==> config.mk <==
export PLATFORM = sky130hd
export DESIGN_NAME = binary_to_grey_converter
export DESIGN_NICKNAME = d
export VERILOG_FILES = /design/src/rtl/binary_to_grey_converter_pkg.sv /design/src/rtl/binary_to_grey_converter_gray_to_binary.sv /design/src/rtl/binary_to_grey_converter.sv
export SDC_FILE = /design/constraint.sdc
export NUM_CORES = 1
export LEC_CHECK = 0
export ABC_AREA = 1
export ABC_CLOCK_PERIOD_IN_PS = 2300
export CAP_MARGIN = 20
export CORE_MARGIN = 2
export CORE_UTILIZATION = 39
export CTS_CLUSTER_SIZE = 30
export DETAILED_ROUTE_END_ITERATION = 6
export PLACE_DENSITY = 0.85
export SYNTH_ARGS = -nofsm -noshare
export SYNTH_HDL_FRONTEND = slang
export SYNTH_SLANG_ARGS = --single-unit
==> constraint.sdc <==
create_clock -name clk -period 2.3 [get_ports clk]
set_input_delay 0.46 -clock clk [delete_from_list [all_inputs] [get_ports clk]]
set_output_delay 0.46 -clock clk [all_outputs]
set_load 0.03 [all_outputs]
==> src/rtl/binary_to_grey_converter_pkg.sv <==
// gray_pkg: shared Gray encode/decode helpers, computed at the maximum width.
// Callers zero-extend their operand and truncate the result, which is exact because the high zero bits drop out of both transforms.
package gray_pkg;
    localparam int GRAY_MAX_WIDTH = 32;
    typedef logic [GRAY_MAX_WIDTH-1:0] gray_word_t;
    function automatic gray_word_t bin2gray(input gray_word_t b);
        return b ^ (b >> 1);
    endfunction
    function automatic gray_word_t gray2bin(input gray_word_t g);
        gray_word_t b;
        b = '0;
        b[GRAY_MAX_WIDTH-1] = g[GRAY_MAX_WIDTH-1];
        for (int i = GRAY_MAX_WIDTH - 2; i >= 0; i--) b[i] = b[i+1] ^ g[i];
        return b;
    endfunction
endpackage

==> src/rtl/binary_to_grey_converter_gray_to_binary.sv <==
// gray_to_binary: combinational Gray decoder (prefix XOR from the MSB).
module gray_to_binary
    import gray_pkg::*;
#(
    parameter int WIDTH = 4
) (
    input  logic [WIDTH-1:0] gray_in,
    output logic [WIDTH-1:0] binary_out
);
    assign binary_out = WIDTH'(gray2bin(GRAY_MAX_WIDTH'(gray_in)));
endmodule

==> src/rtl/binary_to_grey_converter.sv <==
// binary_to_grey_converter: combinational binary-to-Gray path, registered Gray output with
// valid and unit-step tracking, and a Gray-to-binary decoder for round-trip use.
module binary_to_grey_converter
    import gray_pkg::*;
#(
    parameter int WIDTH = 4
) (
    input  logic [WIDTH-1:0] binary_in,
    output logic [WIDTH-1:0] gray_out,
    input  logic             clk,
    input  logic             rst_n,
    input  logic             in_valid,
    output logic [WIDTH-1:0] gray_q,
    output logic             out_valid,
    output logic             unit_step,
    input  logic [WIDTH-1:0] gray_in,
    output logic [WIDTH-1:0] binary_out
);
    generate
        if (WIDTH < 2 || WIDTH > GRAY_MAX_WIDTH) begin : g_bad_width
            $error("binary_to_grey_converter: WIDTH out of range");
        end
    endgenerate

    logic [WIDTH-1:0] w_gray;
    logic [WIDTH-1:0] w_prev_inc;
    logic [WIDTH-1:0] r_gray_q;
    logic [WIDTH-1:0] r_prev_bin;
    logic             r_out_valid;
    logic             r_unit_step;
    logic             r_have_prev;

    // Depends on binary_in alone so it works with clk/rst_n left floating.
    assign w_gray     = WIDTH'(bin2gray(GRAY_MAX_WIDTH'(binary_in)));
    assign gray_out   = w_gray;
    assign w_prev_inc = r_prev_bin + WIDTH'(1);

    always_ff @(posedge clk or negedge rst_n) begin
        if (!rst_n) begin
            r_gray_q    <= '0;
            r_prev_bin  <= '0;
            r_out_valid <= 1'b0;
            r_unit_step <= 1'b0;
            r_have_prev <= 1'b0;
        end else begin
            r_out_valid <= in_valid;
            r_unit_step <= in_valid && r_have_prev && (binary_in == w_prev_inc);
            if (in_valid) begin
                r_gray_q    <= w_gray;
                r_prev_bin  <= binary_in;
                r_have_prev <= 1'b1;
            end
        end
    end

    assign gray_q    = r_gray_q;
    assign out_valid = r_out_valid;
    assign unit_step = r_unit_step;

    gray_to_binary #(.WIDTH(WIDTH)) u_dec (
        .gray_in   (gray_in),
        .binary_out(binary_out)
    );
endmodule

==> out/metrics.yaml, run 1 <==
global_route:
  grt_start_max_net_pins: 13
  overflow: 0
  grt_pass1_wl_mm: 2.21
  grt_pass1_vias: 526
  antenna_found_initial: 0
  grt_util_all_layers_pct: 16.7
power_and_ir_drop:
  p_sw_uw: 178
  swShare_pct: 32.9
  p_int_uw: 362
  cellPowerDensity_nw_per_um2: 636
  clkPwrFrac_pct: 29.7
  p_total_uw: 539
  max-vdd-ir-drop_uv: 284
  p_seq_share_pct: 37.2
  pwr-share-comb_pct: 33.1
  p_leak_nw: 0.454
finish:
  syn_to_final_growth_pct: 45.5
  drive_above_1_share_pct: 15.2
  finalInstanceArea_um2: 848
  layout_commonest_cell: "nand2_1"
  postLayoutCoreUtil_pct: 62.8
  n_antenna_cell: 0
  n_fill_cell: 125
  nets: 118
  final_cell_mix: "32 x nand2_1, 18 x clkdlybuf4s50_1, 10 x inv_1, 10 x dfrtp_1, 7 x buf_4"
  fin_cells: 120
cts:
  cts_hold_buffers: 0
  cts_tree: "built"
  cts_buffers: 3
  insertion_delay_ps: 270
  postCtsSetupRepairBufs: 0
  numClockSinks: 10
  clk_pin_slew_ps: 70
  clock_path_buffers: 2
  cts_htree_levels: 1
  cts_root_buffer: "clkbuf_4"
die:
  coreArea_um2: 1350
  die_x_um: 42.7
  io_pins: 25
  die-area_um2: 1820
  start_util_pct: 43.2
  die_h_um: 42.7
  rows: 13
placed_design:
  detailed_place_hpwl_um: 976
  preCtsSetupSlack_ps: -204
  dpl.cell_count: 116
  dpl_cell_area_um2: 817
  port_buffers: 24
  place_congestion: 0.755
timing:
  drv_slew: 0
  fin_crit_ps: 2170
  skew_ps: 1.94
  fmax_mhz: 462
  relSlewSlack_pct: 69.7
  hold_viol: 0
  holdWs_ps: 476
  setup_slack_ps: 134
  setup_viol: 0
  fin_crit_sh_pct: 94.2
  max_slew.worst_pin.slew_ps: 452
  rsz0062_at_grt: "false"
  totalNegativeSetupSlack_ps: 0
routing:
  routed_wl_mm: 1.21
  via_count: 549
  dr.pass1.iters: 1
  vias_per_cell: 4.58
  ant_nets: 0
  wire_per_inst_um: 10.1
  drt_iter0_markers: 0
  drc: 0
hold_path:
  holdPathStages: 1
  worst_hold_path_type: "reg2reg"
worst_setup_path:
  crit_chain: "clkdlybuf4s50_1, clkdlybuf4s50_1"
  startpoint_type: "input port"
  critPathCaptureType: "output pin"
  cp_slowest_cell: "clkdlybuf4s50_1"
  crit_required_ps: 1840
  crit_cells: 2
  critical-path-max-stage-delay_ps: 700
  cp.arrival_ps: 1710
  crit_path_frequent_cell: "clkdlybuf4s50_1"
  r2r_cells: 6
  critPathKind: "in2out"
  critPathTopFamily: "buffers and inverters"
  critical_path_buf_inv_count: 2
  cp_max_fo: 3
synth:
  synthCells: 79
  ys_types: 15
  ys_warn_count: 0
  ys_seq_area_share_pct: 42.9
  ys_ff_latch: 10
  syn_avg_cell_area_um2: 7.38
  syn_area_um2: 583
  synth_nets: 91
outcome:
  status: "finished clean"
flow_run:
  max_cap_violations: 0
## power by group through the flow
stage	logic [mW]	registers [mW]	clock network (mW)
2_1_floorplan	0.0900	0.219	0
3_3_place_gp	0.178	0.203	0
3_5_place_dp	0.182	0.204	0
4_1_cts	0.181	0.201	0.165
5_1_grt	0.196	0.203	0.176
6_report	0.179	0.200	0.160
## final timing paths
path	startpoint	end	slack, ps
max in group asynchronous	rst_n	r_prev_bin[1]$_DFFE_PN0P_	1490
hold reg to reg	r_have_prev$_DFFE_PN0P_	r_have_prev$_DFFE_PN0P_	480
min in group asynchronous	rst_n	r_prev_bin[2]$_DFFE_PN0P_	500
setup reg to reg	r_prev_bin[0]$_DFFE_PN0P_	unit_step$_DFF_PN0_	1130
hold / removal	r_have_prev$_DFFE_PN0P_	r_have_prev$_DFFE_PN0P_	480
setup / recovery	gray_in[3]	binary_out[3]	130
## registers in the layout, summed over array words and instances (netlist names)
name,count
out_valid,1
r_prev_bin,3
gray_q,4
r_have_prev,1
unit_step,1
## repair_timing
action / CTS / global route
cloned: 0 / 0
endpoints found under the setup margin: 1 / 1
resized for setup: 1 / 2
## cell families (layout without fill, tap and decap cells)
logic type | count (synthesis) | in the layout | share of synthesized area [%]
AO/OA/AOI/OAI | 3 | 3 | 2.57
XOR/XNOR | 7 | 7 | 10.5
adder cells (fa/ha/maj) | 1 | 1 | 2.15
buffers and inverters | 17 | 43 | 13.1
flip-flops | 10 | 10 | 42.9
AND/OR/NAND/NOR | 41 | 41 | 28.8
## cells in the mapped netlist (all sizes together)
cell type	n	area, µm²
o21ai	3	15.0
nand3b	1	7.51
ha	1	12.5
inv	13	48.8
buf	4	27.5
nand2	33	126
xnor2	2	17.5
or2	1	6.26
dfrtp	10	250
xor2	5	43.8
nor2	2	7.51
nand3	4	20.0
## area by class of cell
type | count | area [µm²] | share of cell area (%)
Multi-Input combinational cell | 52 | 256 | 30.2
Sequential cell | 10 | 250 | 29.5
Timing Repair Buffer | 26 | 238 | 28.0
Inverter | 13 | 48.8 | 5.75
Clock buffer | 4 | 36.3 | 4.28
Tap cell | 15 | 18.8 | 2.21
## per-layer routing
metal | vias up | routed length, µm | GRT usage, %
li1 | 284 | - | -
met1 | 239 | 458 | 18.5
met2 | 22 | 621 | 27.6
met3 | 4 | 99 | 5.53
met4 | 0 | 31 | 9.38
met5 | - | 0 | 0
Note: power is estimated with default switching activity, not from simulation.
==> run 2: changes to the inputs <==
DONT_BUFFER_PORTS = 1   (was default)
PLACE_DENSITY = 0.63   (was 0.85)
==> run 2 against run 1 <==
Effect of this change:
- first-iteration DRC count increased by 8
- combinational power decreased by 50%
- worst setup slack improved by 640 ps
- core utilization decreased by 17 points
- clock power decreased by 25%
- register-to-register slack about the same
- critical path depth increased by 3
- sequential cell count unchanged
- die area unchanged
- cell area decreased by 28%
- non-clock buffer count decreased by 24
- cell count decreased by 21%
- critical path type unchanged
- highest routed layer unchanged
==> out/metrics.yaml, run 2 (synthesis gave the netlist of run 1 again) <==
routing:
  ant_nets: 0
  wl_met1_um: 459
  via_count: 447
  wl_met3_um: 122
  vias_per_cell: 4.71
  drc: 0
  topRoutingLayerUsed: "met4"
  routed_wl_mm: 1.02
  wl_met2_um: 418
  dr.pass1.iters: 3
  drt_iter0_markers: 8
  wire_per_inst_um: 10.7
timing:
  hold_viol: 0
  rsz0062_at_grt: "false"
  drv_slew: 0
  totalNegativeSetupSlack_ps: 0
  setup_slack_ps: 772
  skew_ps: 2.05
  fin_crit_sh_pct: 66.4
  relSlewSlack_pct: 50.2
  setup_viol: 0
  fin_crit_ps: 1530
  fmax_mhz: 655
  max_slew.worst_pin.slew_ps: 745
cts:
  cts_htree_levels: 1
  numClockSinks: 10
  cts_buffers: 3
  insertion_delay_ps: 270
  clock_path_buffers: 2
  cts_root_buffer: "clkbuf_4"
  clk_pin_slew_ps: 60
  cts_hold_buffers: 1
  postCtsSetupRepairBufs: 0
  cts-resized-gates: 0
  cts_tree: "built"
hold_path:
  worst_hold_path_type: "in2reg"
worst_setup_path:
  cp.arrival_ps: 1070
  crit_path_frequent_cell: "nand2_1"
  cp_slowest_cell: "nand2_1"
  crit_chain: "xor2_1, nand2_1, nand2_1, nand2_1, nand2_1"
  critical-path-max-stage-delay_ps: 220
  cp_max_fo: 2
  startpoint_type: "input port"
  critPathKind: "in2out"
  critPathCaptureType: "output pin"
  crit_required_ps: 1840
power_and_ir_drop:
  cellPowerDensity_nw_per_um2: 702
  max-vdd-ir-drop_uv: 297
  p_leak_nw: 0.349
die:
  start_util_pct: 43.2
  die_h_um: 42.7
  die_x_um: 42.7
  rows: 13
  io_pins: 25
  coreArea_um2: 1350
  die-area_um2: 1820
placed_design:
  port_buffers: 0
  dpl_cell_area_um2: 582
  preCtsSetupSlack_ps: 774
  place_congestion: 0.737
  dpl.cell_count: 91
  detailed_place_hpwl_um: 776
global_route:
  overflow: 0
  grt_start_max_net_pins: 13
  grt_pass1_wl_mm: 1.75
  antenna_found_initial: 0
  grt_pass1_vias: 456
  grt_util_all_layers_pct: 13.1
finish:
  n_antenna_cell: 0
  largest_register_ffs: 4
  syn_to_final_growth_pct: 5.36
  nets: 94
  drive_above_1_share_pct: 10.0
  multi_input_area_um2: 256
  n_fill_cell: 149
  layout_commonest_cell: "nand2_1"
  seq_area_um2: 250
  final_cell_mix: "32 x nand2_1, 10 x inv_1, 10 x dfrtp_1"
  finalInstanceArea_um2: 614
  fin_cells: 95
flow_run:
  max_cap_violations: 0
outcome:
  status: "finished clean"
-- run 2: per-layer routing --
metal,global-route usage (%),vias to the layer above
li1,-,232
met1,15.7,193
met2,19.4,20
met3,6.38,2
met4,6.25,0
met5,0,-
-- run 2: path summary, 6_finish.rpt --
check                                     startpoint  depth (start not counted)  slack (ps)                      end
setup / recovery                          gray_in[2]                          5         770            binary_out[0]
hold / removal                              in_valid                          0         220      out_valid$_DFF_PN0_
setup reg to reg           r_prev_bin[0]$_DFFE_PN0P_                          7        1140      unit_step$_DFF_PN0_
hold reg to reg              r_have_prev$_DFFE_PN0P_                          1         470  r_have_prev$_DFFE_PN0P_
max in group asynchronous                      rst_n                          1        1380      out_valid$_DFF_PN0_
min in group asynchronous                      rst_n                          1         590      unit_step$_DFF_PN0_
-- run 2: final cells by class --
cell class | instances | area share [%]
well taps | 15 | 3.05
flip-flops and latches | 10 | 40.7
multi-input cells | 52 | 41.8
inverters | 13 | 7.94
repair buffers | 2 | 2.85
clock buffers | 3 | 3.67
-- run 2: per-stage QoR --
step	hold WS [ps]	total power, mW	utilization (%)
final	219	0.431	45.5
after global routing	205	0.459	45.5
after CTS	211	0.439	45.5
after detailed placement	165	0.312	43.1
after global placement	165	0.310	43.1
after floorplan	164	0.309	-
-- run 2: power by group --
group	switching (mW)	total, mW	internal [mW]
clock network	0.0590	0.120	0.0605
logic	0.0603	0.0900	0.0297
registers	0.0317	0.222	0.190
total	0.151	0.431	0.280
-- run 2: worst max-delay path, delay by kind of cell --
kind             cells  cell delay (ps)
XOR/XNOR             1              170
AND/OR/NAND/NOR      4              440
==> run 3: changes to the inputs <==
ABC_CLOCK_PERIOD_IN_PS = 1500   (was 2300)
clock period = 1.5 ns   (was 2.3 ns; I/O delays follow)
==> run 3 against run 2 <==
Effect of this change:
- worst setup slack got worse by 450 ps
- total power rose by 56%
- worst hold slack worse by 150 ps
- die area is the same
- core utilization up 2.2 points
- non-clock buffer count is 3 higher
- clock skew up 3.2 ps
- clock power rose by 52%
- largest power group unchanged
- cell area rose by 4.9%
- global-route usage rose by 0.96 points
- cell count is 3.2% higher
==> out/metrics.yaml, run 3 (synthesis gave the netlist of run 1 again) <==
outcome:
  status: "finished clean"
die:
  io_pins: 25
  coreArea_um2: 1350
  start_util_pct: 43.2
  rows: 13
  die-area_um2: 1820
  die_x_um: 42.7
  die_h_um: 42.7
finish:
  multi_input_area_um2: 264
  postLayoutCoreUtil_pct: 47.7
  nets: 97
  seq_area_um2: 250
  layout_commonest_cell: "nand2_1"
  drive_above_1_share_pct: 14.5
  n_fill_cell: 138
  largest_register_ffs: 4
  syn_to_final_growth_pct: 10.5
  n_antenna_cell: 0
  final_cell_mix: "32 x nand2_1, 10 x inv_1, 10 x dfrtp_1"
global_route:
  grt_pass1_wl_mm: 1.83
  grt_start_max_net_pins: 13
  grt_util_all_layers_pct: 14.1
  antenna_found_initial: 0
  grt_pass1_vias: 431
  overflow: 0
cts:
  insertion_delay_ps: 260
  clk_pin_slew_ps: 60
  cts_buffers: 3
  cts_tree: "built"
  clock_path_buffers: 2
  cts_htree_levels: 1
  numClockSinks: 10
  cts_root_buffer: "clkbuf_4"
placed_design:
  port_buffers: 0
  place_congestion: 0.774
  detailed_place_hpwl_um: 798
worst_setup_path:
  cp.arrival_ps: 880
  critPathCaptureType: "output pin"
  crit_required_ps: 1200
  startpoint_type: "input port"
  critPathKind: "in2out"
  r2r_cells: 7
  cp_max_fo: 2
timing:
  setup_viol: 0
  fin_crit_ps: 1180
  skew_ps: 5.29
  drv_slew: 0
  totalNegativeSetupSlack_ps: 0
  rsz0062_at_grt: "false"
  fin_crit_sh_pct: 78.8
  max_slew.worst_pin.slew_ps: 481
  hold_viol: 0
  fmax_mhz: 846
  relSlewSlack_pct: 67.8
routing:
  via_count: 455
  drt_iter0_markers: 2
  dr.pass1.iters: 3
  vias_per_cell: 4.64
  routed_wl_mm: 1.05
  ant_nets: 0
  drc: 0
  wire_per_inst_um: 10.8
power_and_ir_drop:
  cellPowerDensity_nw_per_um2: 1050
  p_leak_nw: 0.364
  max-vdd-ir-drop_uv: 516
hold_path:
  worst_hold_path_type: "in2reg"
  holdPathStages: 0
flow_run:
  max_cap_violations: 0
[run 3: cell types whose count changed in the layout (fill, tap and decap cells not counted), sizes merged]
cell	delta
buf	+3
[run 3: per-stage QoR]
stage               setup WS, ps  area [µm²]  instances  power (mW)  hold slack, ps
CTS                          309         644         98       0.687            52.9
detailed placement           309         612         94       0.491            4.68
floorplan                   77.6         591         79       0.475            4.41
finish                       318         644         98       0.674            64.1
global route                 187         644         98       0.724            42.1
global placement             327         612         94       0.487            4.69
[run 3: critical path, cell delays in order]
cell and delay [ps]:
xnor2_1 160, nand2_2 70, nand2_1 80, nand2_1 50
nand2_1 220
[run 3: timing repair]
item,4_1_cts,5_1_grt
hold buffers,1,0
endpoints found under the hold margin,10,0
resized for setup,0,0
setup buffers,0,0
[run 3: layout make-up]
type | count | area share (%)
inverters | 13 | 7.57
repair buffers | 5 | 6.21
multi-input cells | 52 | 41.0
flip-flops and latches | 10 | 38.8
well taps | 15 | 2.91
clock buffers | 3 | 3.50
[run 3: per-layer routing]
| layer | up-vias | part of all wire [%] | wire [µm] | GRT usage [%] |
|---|---|---|---|---|
| met5 | - | 0 | 0 | 0 |
| met4 | 0 | 2.2 | 23 | 7.50 |
| met1 | 194 | 43 | 455 | 15.2 |
| met3 | 4 | 10 | 109 | 8.09 |
| met2 | 18 | 44 | 465 | 21.5 |
| li1 | 239 | - | - | - |
[run 3: power breakdown]
part / switching [mW] / total, mW / internal (mW)
Clock: 0.0899 / 0.182 / 0.0926
Sequential: 0.0486 / 0.340 / 0.291
Combinational: 0.0953 / 0.152 / 0.0566
Total: 0.234 / 0.674 / 0.441
[run 3: path summary, 6_finish.rpt]
path	to	from	slack (ps)
worst max-delay path	binary_out[0]	gray_in[2]	320
worst min-delay path	out_valid$_DFF_PN0_	in_valid	60
worst max register to register	unit_step$_DFF_PN0_	r_prev_bin[0]$_DFFE_PN0P_	320
worst min register to register	r_have_prev$_DFFE_PN0P_	r_have_prev$_DFFE_PN0P_	470
max in group asynchronous	gray_q[1]$_DFFE_PN0P_	rst_n	740
min in group asynchronous	r_prev_bin[2]$_DFFE_PN0P_	rst_n	430
==> patch, RTL diff (flow settings as in run 3) <==
`WIDTH` is set to 4 in 2 places; all go to 5.
--- a/src/rtl/binary_to_grey_converter_gray_to_binary.sv
+++ b/src/rtl/binary_to_grey_converter_gray_to_binary.sv
@@ -4,3 +4,3 @@
 #(
-    parameter int WIDTH = 4
+    parameter int WIDTH = 5
 ) (
--- a/src/rtl/binary_to_grey_converter.sv
+++ b/src/rtl/binary_to_grey_converter.sv
@@ -5,3 +5,3 @@
 #(
-    parameter int WIDTH = 4
+    parameter int WIDTH = 5
 ) (
Interface: changed (5 resized); port bits go from 25 to 30. The function was not compared with the original's and may differ.
==> patch against run 3 <==
Sequential cell count increased by 2. Synthesized area increased by 25%. Final area increased by 22%. Non-clock buffer count unchanged. Setup slack got worse by 0.13 ns. Total power increased by 17%. Wire length increased by 25%. Maximum frequency decreased by 9.9%. Largest cell class unchanged. Highest routed layer unchanged.
==> patch: results (changes against run 3) <==
* Vias in the first global route at 529 (was 431)
* DRC at 0 (unchanged)
* DP Area at 753 sq um (was 612 sq um)
* Hold Crit Start: in_valid (unchanged)
* Slew @ Worst Pin at 0.537 ns (was 0.481 ns)
* Commonest cells in the netlist: nand2_1, inv_1, dfrtp_1 (was nand2_1, dfrtp_1, inv_1)
* Placer Congestion at 0.731 (was 0.774)
* FF-to-FF path depth at 6 (was 7)
* Total GRT Usage at 14.4% (was 14.1%)
* FF-to-FF setup slack at 0.28 ns (was 0.32 ns)
* Worst Setup SP: gray_in[3] (was gray_in[2])
* Outcome: complete, no violations (unchanged)
* Max IR drop VDD at 0.580 mV (was 0.516 mV)
* Async set-reset flop share out of synthesis at 100% (unchanged)
* Vias per Instance at 4.52 (was 4.64)
* Post-Syn Nets at 115 (was 91)
* Crit Path Max Fanout at 3 (was 2)
* Crit path arrival time at 1.01 ns (was 0.88 ns)
* Fin Clk Skew at 0.00322 ns (was 0.00529 ns)
* Drt first-iter violations at 17 (was 2)
* Max FFs per register at 5 (was 4)
* First-pass GRT wire length at 2.19 mm (was 1.83 mm)
* Leakage at 0.442 nW (was 0.364 nW)
* Hpwl dp at 1.06 mm (was 798 microns)
* Post-synth cell types at 14 (was 15)
* Synth area leaders: dfrtp_1, nand2_1, xor2_1, inv_1, nand3_1 (was dfrtp_1, nand2_1, xor2_1, inv_1, buf_4)
==> patch: cell types whose count changed after synthesis, moves of 2 or more <==
cell and change:
nand2_1 +12, inv_1 +3, nand3_1 +3, dfrtp_1 +2
inv_2 -2
==> patch: per-stage QoR <==
| stage | hold slack (ns) | instances | worst slack (ns) | util, % | total power, mW |
|---|---|---|---|---|---|
| after floorplan | 0.00441 | 101 | 0.227 | - | 0.578 |
| final | 0.0536 | 129 | 0.188 | 45.0 | 0.792 |
| after global placement | 0.00474 | 125 | 0.232 | 43.2 | 0.590 |
| after CTS | 0.0462 | 129 | 0.192 | 45.0 | 0.806 |
| after detailed placement | 0.00468 | 125 | 0.192 | 43.2 | 0.596 |
| after global routing | 0.0456 | 129 | 0.0767 | 45.0 | 0.835 |
==> patch: cell families after synthesis <==
logic type | share of synthesized area (%)
simple gates | 31.3
buf+inv | 12.0
fa+ha+maj | 1.72
xor+xnor | 10.8
compound gates | 2.75
flops | 41.3
==> patch: layout make-up <==
class | instances | area [sq um]
Inverter | 14 | 52.6
Multi-Input combinational cell | 70 | 339
Timing Repair Buffer | 5 | 40.0
Clock buffer | 3 | 22.5
Sequential cell | 12 | 300
Tap cell | 25 | 31.3
Fill cell | 192 | 960
==> patch: power breakdown <==
part | switching, mW | internal (mW) | total (mW)
Clock | 0.105 | 0.0930 | 0.198
Sequential | 0.0582 | 0.350 | 0.408
Combinational | 0.121 | 0.0658 | 0.186
Total | 0.284 | 0.509 | 0.792
==> patch: critical path: cells and delay by family <==
family	cells	cell delay [ns]
simple gates	6	0.66
buf+inv	1	0.05
==> patch: metal layers <==
layer / GRT usage [%] / vias up / part of all wire (%)
met3: 3.08 / 4 / 6.4
met2: 20.8 / 17 / 44
met1: 19.0 / 255 / 47
met4: 10.0 / 0 / 3.0
li1: - / 307 / -
met5: 0 / - / 0
